`src/rtl/div_state_counter_pkg.sv`:
```
// Shared constants for the fractional-N feedback divider state counter.
// Count limits and modulus-select encodings used by RTL and bench.
package div_pkg;

    localparam logic [3:0] CNT_MAX    = 4'd15;
    localparam logic [3:0] CNT_HALF   = 4'd8;
    localparam logic       SEL_DIV240 = 1'b1;
    localparam logic       SEL_DIV248 = 1'b0;

endpackage

```
`src/rtl/div_state_counter_if.sv`:
```
// Control/status bundle between the divider state counter and its neighbours.
// master drives enable and modulus request; slave returns the state bits.
interface div_state_counter_if;

    logic en;
    logic sel_req;
    logic a;
    logic b;
    logic c;
    logic d;
    logic c_bar;
    logic d_bar;
    logic select_in;
    logic tc;
    logic fdiv;
    logic sel_chg;

    modport master (
        output en, sel_req,
        input  a, b, c, d, c_bar, d_bar,
        input  select_in, tc, fdiv, sel_chg
    );

    modport slave (
        input  en, sel_req,
        output a, b, c, d, c_bar, d_bar,
        output select_in, tc, fdiv, sel_chg
    );

endinterface

```
`src/rtl/div_state_counter_sel_sync.sv`:
```
// N-stage resettable bit synchronizer for the asynchronous modulus request.
// Stages reset to a programmable value so the mode is defined out of reset.
module sel_sync #(
    parameter int   STAGES  = 2,
    parameter logic RST_VAL = 1'b1
) (
    input  logic clk,
    input  logic rst_n,
    input  logic d,
    output logic q
);

    if (STAGES < 2 || STAGES > 4) begin : g_bad_depth
        $error("sel_sync: STAGES must be 2..4");
    end

    logic [STAGES-1:0] chain;

    always_ff @(posedge clk or negedge rst_n) begin
        if (!rst_n) begin
            chain <= {STAGES{RST_VAL}};
        end else begin
            chain <= {chain[STAGES-2:0], d};
        end
    end

    assign q = chain[STAGES-1];

endmodule

```
`src/rtl/div_state_counter.sv`:
```
// Four-bit state counter feeding the modulus controller and the PFD.
// Mode bit is only reloaded on the 15->0 wrap so a period never mixes moduli.
module div_state_counter
    import div_pkg::*;
#(
    parameter int   SYNC_STAGES = 2,
    parameter logic SEL_RESET   = SEL_DIV240
) (
    input  logic                clk,
    input  logic                rst_n,
    div_state_counter_if.slave  bus
);

    logic [3:0] cnt;
    logic [3:0] cnt_nxt;
    logic       c_bar_q;
    logic       d_bar_q;
    logic       sel_q;
    logic       chg_q;
    logic       fdiv_q;
    logic       sel_s;
    logic       wrap;

    sel_sync #(
        .STAGES  (SYNC_STAGES),
        .RST_VAL (SEL_RESET)
    ) u_sel_sync (
        .clk   (clk),
        .rst_n (rst_n),
        .d     (bus.sel_req),
        .q     (sel_s)
    );

    assign wrap    = bus.en && (cnt == CNT_MAX);
    assign cnt_nxt = bus.en ? cnt + 4'd1 : cnt;

    // Complements and fdiv come from the next count so they stay glitch-free.
    always_ff @(posedge clk or negedge rst_n) begin
        if (!rst_n) begin
            cnt     <= 4'd0;
            c_bar_q <= 1'b1;
            d_bar_q <= 1'b1;
            fdiv_q  <= 1'b1;
            sel_q   <= SEL_RESET;
            chg_q   <= 1'b0;
        end else begin
            cnt     <= cnt_nxt;
            c_bar_q <= ~cnt_nxt[1];
            d_bar_q <= ~cnt_nxt[0];
            fdiv_q  <= (cnt_nxt < CNT_HALF);
            chg_q   <= wrap && (sel_s != sel_q);
            if (wrap) begin
                sel_q <= sel_s;
            end
        end
    end

    assign bus.a         = cnt[3];
    assign bus.b         = cnt[2];
    assign bus.c         = cnt[1];
    assign bus.d         = cnt[0];
    assign bus.c_bar     = c_bar_q;
    assign bus.d_bar     = d_bar_q;
    assign bus.select_in = sel_q;
    assign bus.sel_chg   = chg_q;
    assign bus.fdiv      = fdiv_q;
    assign bus.tc        = wrap;

endmodule
```
`src/flat_wrapper.sv`:
```
// flat-port wrapper written by rule: the top's interface ports become plain ports
module div_state_counter_flat import div_pkg::*;
#(
    parameter int   SYNC_STAGES = 2,
    parameter logic SEL_RESET   = SEL_DIV240
)
  (clk, rst_n, bus_en, bus_sel_req, bus_a, bus_b, bus_c, bus_d, bus_c_bar, bus_d_bar, bus_select_in, bus_tc, bus_fdiv, bus_sel_chg);
  div_state_counter_if bus_i ();
  input  logic clk;
  input  logic rst_n;
  input wire logic [$bits(bus_i.en)-1:0] bus_en;
  input wire logic [$bits(bus_i.sel_req)-1:0] bus_sel_req;
  output wire logic [$bits(bus_i.a)-1:0] bus_a;
  output wire logic [$bits(bus_i.b)-1:0] bus_b;
  output wire logic [$bits(bus_i.c)-1:0] bus_c;
  output wire logic [$bits(bus_i.d)-1:0] bus_d;
  output wire logic [$bits(bus_i.c_bar)-1:0] bus_c_bar;
  output wire logic [$bits(bus_i.d_bar)-1:0] bus_d_bar;
  output wire logic [$bits(bus_i.select_in)-1:0] bus_select_in;
  output wire logic [$bits(bus_i.tc)-1:0] bus_tc;
  output wire logic [$bits(bus_i.fdiv)-1:0] bus_fdiv;
  output wire logic [$bits(bus_i.sel_chg)-1:0] bus_sel_chg;
  assign bus_i.en = bus_en;
  assign bus_i.sel_req = bus_sel_req;
  assign bus_a = bus_i.a;
  assign bus_b = bus_i.b;
  assign bus_c = bus_i.c;
  assign bus_d = bus_i.d;
  assign bus_c_bar = bus_i.c_bar;
  assign bus_d_bar = bus_i.d_bar;
  assign bus_select_in = bus_i.select_in;
  assign bus_tc = bus_i.tc;
  assign bus_fdiv = bus_i.fdiv;
  assign bus_sel_chg = bus_i.sel_chg;
  div_state_counter #(.SYNC_STAGES(SYNC_STAGES), .SEL_RESET(SEL_RESET)) u_core (.clk(clk), .rst_n(rst_n), .bus(bus_i));
endmodule
```
`config.mk`:
```
export PLATFORM = sky130hd
export DESIGN_NAME = div_state_counter_flat
export DESIGN_NICKNAME = d
export VERILOG_FILES = /design/src/rtl/div_state_counter_pkg.sv /design/src/rtl/div_state_counter_if.sv /design/src/rtl/div_state_counter_sel_sync.sv /design/src/rtl/div_state_counter.sv /design/src/flat_wrapper.sv
export SDC_FILE = /design/constraint.sdc
export NUM_CORES = 1
export LEC_CHECK = 0
export CORE_AREA = 2 2 39 41
export CTS_BUF_LIST = sky130_fd_sc_hd__clkbuf_2 sky130_fd_sc_hd__clkbuf_4 sky130_fd_sc_hd__clkbuf_8
export DETAILED_ROUTE_END_ITERATION = 8
export DIE_AREA = 0 0 41 43
export DONT_BUFFER_PORTS = 1
export PLACE_DENSITY_LB_ADDON = 0.1
export SETUP_SLACK_MARGIN = 0.05
export SLEW_MARGIN = 20
export SYNTH_ARGS = -nofsm -noshare
export SYNTH_HDL_FRONTEND = slang
export SYNTH_SLANG_ARGS = --single-unit
```
`constraint.sdc`:
```
create_clock -name clk -period 1.6 [get_ports clk]
set_clock_uncertainty 0.1 [all_clocks]
set_input_delay 0.32 -clock clk [delete_from_list [all_inputs] [get_ports clk]]
set_output_delay 0.32 -clock clk [all_outputs]
set_load 0.005 [all_outputs]
```
==> run summary, run 1 <==
Worst slew pin tran - 0.477 ns
Initial core utilization - 0.291
Mapped Area - 403 um2
Syn. warnings - 0
Compound-gate portion of the synthesized area - 0
Most common cell after layout, fill and taps aside - dfstp_2
Die area - 1760 um2
First-pass GRT wire length - 1100 um
Leak - 0.000211 uW
CTS tree - yes
Row cnt - 14
Power Density - 1940 nW/um2
Required @ worst endpoint - 1.18 ns
Antenna violations before repair - 0
Num CTS Buffers - 3
Syn Area/Cell - 15.5 um2
Initial detailed-routing violation count - 4
Antenna viol nets, final - 0
Share of layout cells above drive strength 1 - 0.500
Pin count of the biggest net entering global routing - 12
RR Startpoint - u_core.cnt[1]
Period utilization - 0.912
Later-pin clock latency in the skew report - 0.26 ns
Startpoint Class - flop
Final hold violation count - 0
Filler instances - 139
Synth Area in Simple Gates - 0.0652
F_max - 685 MHz
Chip width - 41 um
Status - finished, final reports clean
GRT Residual Overflow - 0
Largest family of logic cells by synthesized area - XOR/XNOR gates
H-tree depth - 1
Total GRT Usage - 0.0993
Synth Register Bits - 11
Sink Count - 11
Mapped Cells - 26
Storage element area - 284 um2
Setup tns final - 0 ns
Critical path endpoint category - primary output
Worst hold path class - in2reg
WL/cell - 13.1 um
Antenna diode count - 0
Mux share of post-synthesis cell area - 0.0652
Rel. slew slack - 0.681
Vias in the first global route - 262
Post-route DRC - 0
Die H - 43 um
PnR worst setup slack - 0.140 ns
Max_cap viols - 0
Final worst path period need - 1.46 ns
Count of final setup violators - 0
Hold Startpoint - bus_en
RePlAce Congestion - 0.649
Maximum clock path buffer count - 2
Critical path launch point - u_core.cnt[1]
XOR/XNOR Fraction of Synth Area - 0.109
Post-synth cell types - 12
Via Count - 210
First-pass DRT Iterations - 2
Area of the core region - 1380 um2
Register area share after synthesis - 0.702
Io pins - 14
WP data arrival - 1.04 ns
NumNets Final - 38
Area of the multi-input gates - 130 um2
Crit-path max FO - 4
Synth Area in Adders - 0.0311
Syn_nets - 31
Slew Viols, Final - 0
Area growth, synth to finish - 23.0%
Clock-pin slew on the worst setup and hold paths - 0.06 ns
VDD IR max - 566 uV
Commonest cells after routing, fill and taps aside - 6 x dfstp_2, 4 x dfrtp_1, 4 x clkbuf_4
CP Class - reg2out
Pre-CTS setup slack - 0.309 ns
Final wirelength - 627 um
RSZ-0062 raised after global routing - no
Vias per cell - 4.38
Number of port buffers - 0
Post-CTS setup buffer count - 0
Root Buffer - clkbuf_4
[power breakdown]
part	switching (uW)	internal (uW)	leakage [uW]	total, uW
Clock	83.2	113	0.0000184	196
Combinational	79.2	119	0.0000700	199
Sequential	137	429	0.000123	566
Total	300	662	0.000211	961
[cells in the mapped netlist]
cell     number  share of area
dfrtp_1       5           0.31
dfstp_2       6           0.39
ha_1          1          0.031
inv_1         3          0.028
mux2_2        1          0.028
mux2_4        1          0.037
nand2_1       1         0.0093
nand4_1       1          0.016
nand4_2       1          0.031
nor2_1        1         0.0093
xnor2_1       3          0.065
xor2_1        2          0.043
[cell type report]
class	instances	area share
flip-flops and latches	11	0.573
multi-input cells	12	0.263
clock buffers	4	0.0606
repair buffers	2	0.0404
well taps	16	0.0404
inverters	3	0.0227
[cell families (layout without fill, tap and decap cells)]
logic type | after synthesis | count (layout)
multiplexers | 2 | 2
adder cells (fa/ha/maj) | 1 | 1
AND/OR/NAND/NOR | 4 | 4
XOR/XNOR | 5 | 5
buffers and inverters | 3 | 9
flip-flops | 11 | 11
[state kept, by name, indices dropped and copies added, names as in the netlist, named ones only]
name and flops:
u_core.bus.d_bar 1, u_core.cnt 3, u_core.bus.fdiv 1, u_core.u_sel_sync.chain 2, u_core.bus.c_bar 1, u_core.bus.sel_chg 1, u_core.bus.select_in 1
[stage by stage]
stage          area (um2)  std cells  hold WS [ns]  utilization  total power (uW)
2_1_floorplan         403         26       -0.0756            -               671
3_3_place_gp          423         42       -0.0753        0.306               709
3_5_place_dp          423         42       -0.0753        0.306               721
4_1_cts               484         48        0.0444        0.350               958
5_1_grt               495         48        0.0454        0.358              1060
6_report              495         48        0.0525        0.358               961
[critical path, cell delays in order (launching register included)]
cell     delay [ns]
dfrtp_1        0.44
ha_4           0.17
nand4_4        0.09
inv_2          0.08
[what timing repair did]
action | CTS | global route
hold buffers | 2 | 0
endpoints found under the hold margin | 12 | 0
resized for setup | 3 | 2
gates cloned | 0 | 0
pin swaps | 2 | 1
endpoints found under the setup margin | 1 | 1
[worst paths after layout]
check / endpoint / slack, ns / depth (start not counted)
max in group asynchronous: u_core.cnt[0] / 0.70 / 1
hold reg to reg: u_core.u_sel_sync.chain[1] / 0.26 / 0
setup / recovery: bus_tc / 0.14 / 3
setup reg to reg: u_core.bus.select_in / 0.41 / 3
min in group asynchronous: u_core.bus.sel_chg / 0.35 / 1
hold / removal: u_core.cnt[0] / 0.05 / 1
[layer usage]
| layer | wire length [um] | vias to the layer above | part of all wire | global-route usage |
|---|---|---|---|---|
| met4 | 0 | 0 | 0 | 0.0600 |
| met3 | 75 | 0 | 0.12 | 0.0785 |
| met5 | 0 | - | 0 | 0 |
| met1 | 225 | 102 | 0.36 | 0.103 |
| met2 | 327 | 11 | 0.52 | 0.134 |
| li1 | - | 97 | - | - |
No activity file was read; power rests on OpenSTA's default activity.
==> run 2: changes to the inputs <==
--- a/config.mk
+++ b/config.mk
@@ -9,7 +9,6 @@
 export CTS_BUF_LIST = sky130_fd_sc_hd__clkbuf_2 sky130_fd_sc_hd__clkbuf_4 sky130_fd_sc_hd__clkbuf_8
 export DETAILED_ROUTE_END_ITERATION = 8
 export DIE_AREA = 0 0 41 43
-export DONT_BUFFER_PORTS = 1
 export PLACE_DENSITY_LB_ADDON = 0.1
 export SETUP_SLACK_MARGIN = 0.05
 export SLEW_MARGIN = 20
==> run 2 against run 1 <==
  * Critical path depth up 1
  * Final cell count up 42%
  * Worst setup slack got worse by 0.029 ns
==> run summary, run 2 (synthesized netlist as in run 1, its figures left out) <==
GRT Residual Overflow - 0
Slowest cell on crit path - dfrtp_1
CTS tree - yes
Die H - 43 um
PnR worst setup slack - 0.111 ns
Crit path buf inv count - 2
Max FFs per register - 3
Area growth, synth to finish - 58.1%
Num CTS Buffers - 3
Power Density - 1820 nW/um2
RePlAce Congestion - 0.755
H-tree depth - 1
RSZ-0062 raised after global routing - yes
Largest regs - u_core.cnt x3, u_core.u_sel_sync.chain x2
Later-pin clock latency in the skew report - 0.26 ns
Metal-1 WL - 285 um
CP Cell Sequence - ha_2, nand4_2, inv_1, buf_2
Final hold violation count - 0
Pint - 842 uW
Net Sw Power - 319 uW
Vias per cell - 4.19
Clock-pin slew on the worst setup and hold paths - 0.07 ns
Chip width - 41 um
Status - finished, final reports clean
Pin count of the biggest net entering global routing - 12
WP data arrival - 1.07 ns
Total GRT Usage - 0.114
Sink Count - 11
Vias in the first global route - 327
Antenna viol nets, final - 0
Post-DP Area - 598 um2
Leak - 0.000313 uW
Post-route DRC - 0
Sw Share - 0.275
Final wirelength - 710 um
Startpoint Class - flop
Post-route cell area - 637 um2
Number of port buffers - 13
CP Class - reg2out
Antenna violations before repair - 0
Critical path endpoint category - primary output
Critical path launch point - u_core.cnt[0]
Commonest cells after routing, fill and taps aside - 9 x dlygate4sd2_1, 9 x buf_4, 6 x dfstp_2
CP top delay family - flip-flops
NumNets Final - 58
Worst hold path class - reg2reg
Slowest stage delay, CP - 0.39 ns
Final core utilization - 0.460
Routed met2 length - 352 um
Via Count - 285
Count of final setup violators - 0
VDD IR max - 688 uV
Final worst path period need - 1.49 ns
Io pins - 14
Hold Startpoint - u_core.u_sel_sync.chain[0]
Worst slew pin tran - 0.469 ns
Required @ worst endpoint - 1.18 ns
Root Buffer - clkbuf_4
F_max - 672 MHz
Max Used Layer - met4
Period utilization - 0.931
Initial detailed-routing violation count - 2
RR Startpoint - u_core.cnt[0]
Slew Viols, Final - 0
Maximum clock path buffer count - 2
Rel. slew slack - 0.687
Share of layout cells above drive strength 1 - 0.462
Met3 wire length - 64 um
Pre-CTS setup slack - -0.300 ns
WL/cell - 10.4 um
Crit-path max FO - 2
First-pass DRT Iterations - 2
Flop pwr share - 0.405
First-pass GRT wire length - 1300 um
Most flops, register - u_core.cnt
Antenna diode count - 0
Die area - 1760 um2
Gate power share - 0.425
Area of the core region - 1380 um2
Max_cap viols - 0
Initial core utilization - 0.291
Row cnt - 14
HPWL after DPL - 537 um
Clock power frac - 0.170
-- run 2: power by group through the flow --
stage / Sequential [uW] / Clock, uW / Combinational [uW]
after floorplan: 522 / 0 / 148
after global placement: 481 / 0 / 518
after detailed placement: 485 / 0 / 530
after CTS: 471 / 210 / 505
after global routing: 483 / 222 / 558
final: 470 / 197 / 493
-- run 2: final cells by class --
| class | count | area (um2) |
|---|---|---|
| sequential | 11 | 283 |
| tap | 16 | 20.0 |
| clock buffer | 4 | 30.0 |
| inverter | 3 | 11.3 |
| multi-input combinational | 12 | 111 |
| fill | 145 | 747 |
| timing repair buffer | 22 | 181 |
-- run 2: per-layer routing --
layer,track usage,up-vias
met4,0.0800,0
met1,0.119,136
li1,-,137
met2,0.169,10
met5,0,-
met3,0.0576,2
-- run 2: final timing paths --
| path | endpoint | slack, ns | depth (start not counted) |
|---|---|---|---|
| max reg2reg | u_core.bus.select_in | 0.22 | 5 |
| max | bus_tc | 0.11 | 4 |
| max in group asynchronous | u_core.u_sel_sync.chain[0] | 0.77 | 1 |
| min reg2reg | u_core.u_sel_sync.chain[1] | 0.26 | 0 |
| min in group asynchronous | u_core.cnt[2] | 0.28 | 1 |
| min | u_core.u_sel_sync.chain[1] | 0.26 | 0 |
-- run 2: repair_timing --
item / CTS / global route
resized for setup: 14 / 0
endpoints found under the setup margin: 9 / 1
hold buffers: 0 / 0
setup buffers: 3 / 0
pin swaps: 2 / 0
-- run 2: stage by stage --
| step | total power, uW | hold slack, ns | instances | TNS (ns) |
|---|---|---|---|---|
| 2_1_floorplan | 671 | -0.0756 | 26 | 0 |
| 3_3_place_gp | 999 | 0.246 | 61 | -0.298 |
| 3_5_place_dp | 1010 | 0.247 | 61 | -0.300 |
| 4_1_cts | 1180 | 0.257 | 68 | 0 |
| 5_1_grt | 1260 | 0.259 | 68 | 0 |
| 6_report | 1160 | 0.255 | 68 | 0 |
==> run 3: changes to the inputs <==
--- a/config.mk
+++ b/config.mk
@@ -11,6 +11,7 @@
 export DIE_AREA = 0 0 41 43
 export PLACE_DENSITY_LB_ADDON = 0.1
 export SETUP_SLACK_MARGIN = 0.05
+export SKIP_CTS_REPAIR_TIMING = 1
 export SLEW_MARGIN = 20
 export SYNTH_ARGS = -nofsm -noshare
 export SYNTH_HDL_FRONTEND = slang
==> run 3 against run 2 <==
  * Worst setup slack got worse by 0.14 ns
  * The flow now finishes with violations (setup timing)
  * First-iteration DRC count increased by 50%
  * Routed wire length increased by 2.8%
  * Via count decreased by 3.5%
  * Clock power about the same
==> run summary, run 3 (synthesized netlist as in run 1, its figures left out) <==
Status - finished, violations left
Violated checks - setup timing
Antenna violations before repair - 0
GRT Residual Overflow - 0
WP data arrival - 1.20 ns
WL/cell - 10.9 um
NumNets Final - 57
Slowest cell on crit path - dfrtp_1
Die H - 43 um
VDD IR max - 704 uV
First-pass DRT Iterations - 2
Share of layout cells above drive strength 1 - 0.431
Power Density - 1800 nW/um2
Count of final setup violators - 1
Setup tns final - -0.0241 ns
Largest regs - u_core.cnt x3, u_core.u_sel_sync.chain x2
Sink Count - 11
Area of the core region - 1380 um2
Number of port buffers - 13
Max_cap viols - 0
Startpoint Class - flop
Most flops, register - u_core.cnt
Initial detailed-routing violation count - 3
Crit-path max FO - 2
Commonest cells after routing, fill and taps aside - 9 x dlymetal6s2s_1, 8 x buf_4, 6 x dfstp_2
Max FFs per register - 3
Reg2Reg Setup Slack - 0.25 ns
Chip width - 41 um
Hold depth - 0
Final worst path period need - 1.62 ns
Antenna viol nets, final - 0
Reg2reg path depth - 5
Vias per cell - 4.10
Num CTS Buffers - 3
HPWL after DPL - 537 um
Clock-pin slew on the worst setup and hold paths - 0.07 ns
Storage element area - 283 um2
Non-filler cells, final - 67
Worst slew pin tran - 0.473 ns
Slowest stage delay, CP - 0.38 ns
Later-pin clock latency in the skew report - 0.26 ns
Final core utilization - 0.483
Period utilization - 1.02
H-tree depth - 1
Maximum clock path buffer count - 2
CTS tree - yes
RePlAce Congestion - 0.755
Root Buffer - clkbuf_4
Placed Cells - 61
Filler instances - 137
Area growth, synth to finish - 65.8%
First-pass GRT wire length - 1300 um
Post-route DRC - 0
Die area - 1760 um2
Total GRT Usage - 0.114
Pin count of the biggest net entering global routing - 12
Most common cell after layout, fill and taps aside - dlymetal6s2s_1
Pre-CTS setup slack - -0.300 ns
Area of the multi-input gates - 111 um2
CP Class - reg2out
Final wirelength - 730 um
Antenna diode count - 0
PnR worst setup slack - -0.0241 ns
Rel. slew slack - 0.684
Via Count - 275
F_max - 616 MHz
CP Cell Sequence - buf_4, ha_2, nand4_2, inv_1, dlymetal6s2s_1
Row cnt - 14
Worst hold path class - reg2reg
Vias in the first global route - 314
Critical path endpoint category - primary output
RSZ-0062 raised after global routing - yes
Leak - 0.000388 uW
Io pins - 14
Initial core utilization - 0.291
Required @ worst endpoint - 1.18 ns
Slew Viols, Final - 0
Final hold violation count - 0
## run 3: report_power, final
part	internal [uW]	switching (uW)	total [uW]
Sequential	425	49.9	475
Clock	113	83.1	196
Combinational	346	189	535
## run 3: critical path, delay by kind of cell, from the launching register on
family	cells	cell delay (ns)
simple gates	1	0.08
flops	1	0.38
buf+inv	3	0.31
fa+ha+maj	1	0.18
## run 3: final timing paths
path                                             from                          to
max in group asynchronous                       rst_n  u_core.u_sel_sync.chain[0]
min in group asynchronous                       rst_n  asynchronous set/reset pin
hold reg to reg            u_core.u_sel_sync.chain[0]  u_core.u_sel_sync.chain[1]
hold / removal             u_core.u_sel_sync.chain[0]  u_core.u_sel_sync.chain[1]
setup reg to reg                        u_core.cnt[0]        u_core.bus.select_in
setup / recovery                        u_core.cnt[0]                      bus_tc
## run 3: per-layer routing
metal | global-route usage | wire length (um) | vias to the layer above
li1 | - | - | 135
met1 | 0.122 | 300 | 128
met2 | 0.166 | 357 | 10
met3 | 0.0576 | 64 | 2
met4 | 0.0800 | 8 | 0
met5 | 0 | 0 | -
## run 3: stage by stage
| stage | hold slack (ns) | power (uW) | instance area [um2] |
|---|---|---|---|
| 2_1_floorplan | -0.0756 | 671 | 403 |
| 3_3_place_gp | 0.246 | 999 | 598 |
| 3_5_place_dp | 0.247 | 1010 | 598 |
| 4_1_cts | 0.257 | 1220 | 628 |
| 5_1_grt | 0.259 | 1310 | 668 |
| 6_report | 0.255 | 1210 | 668 |
## run 3: cell type report
class | count | share of cell area
flip-flops and latches | 11 | 0.423
clock buffers | 4 | 0.0449
well taps | 16 | 0.0300
repair buffers | 21 | 0.318
multi-input cells | 12 | 0.167
inverters | 3 | 0.0169
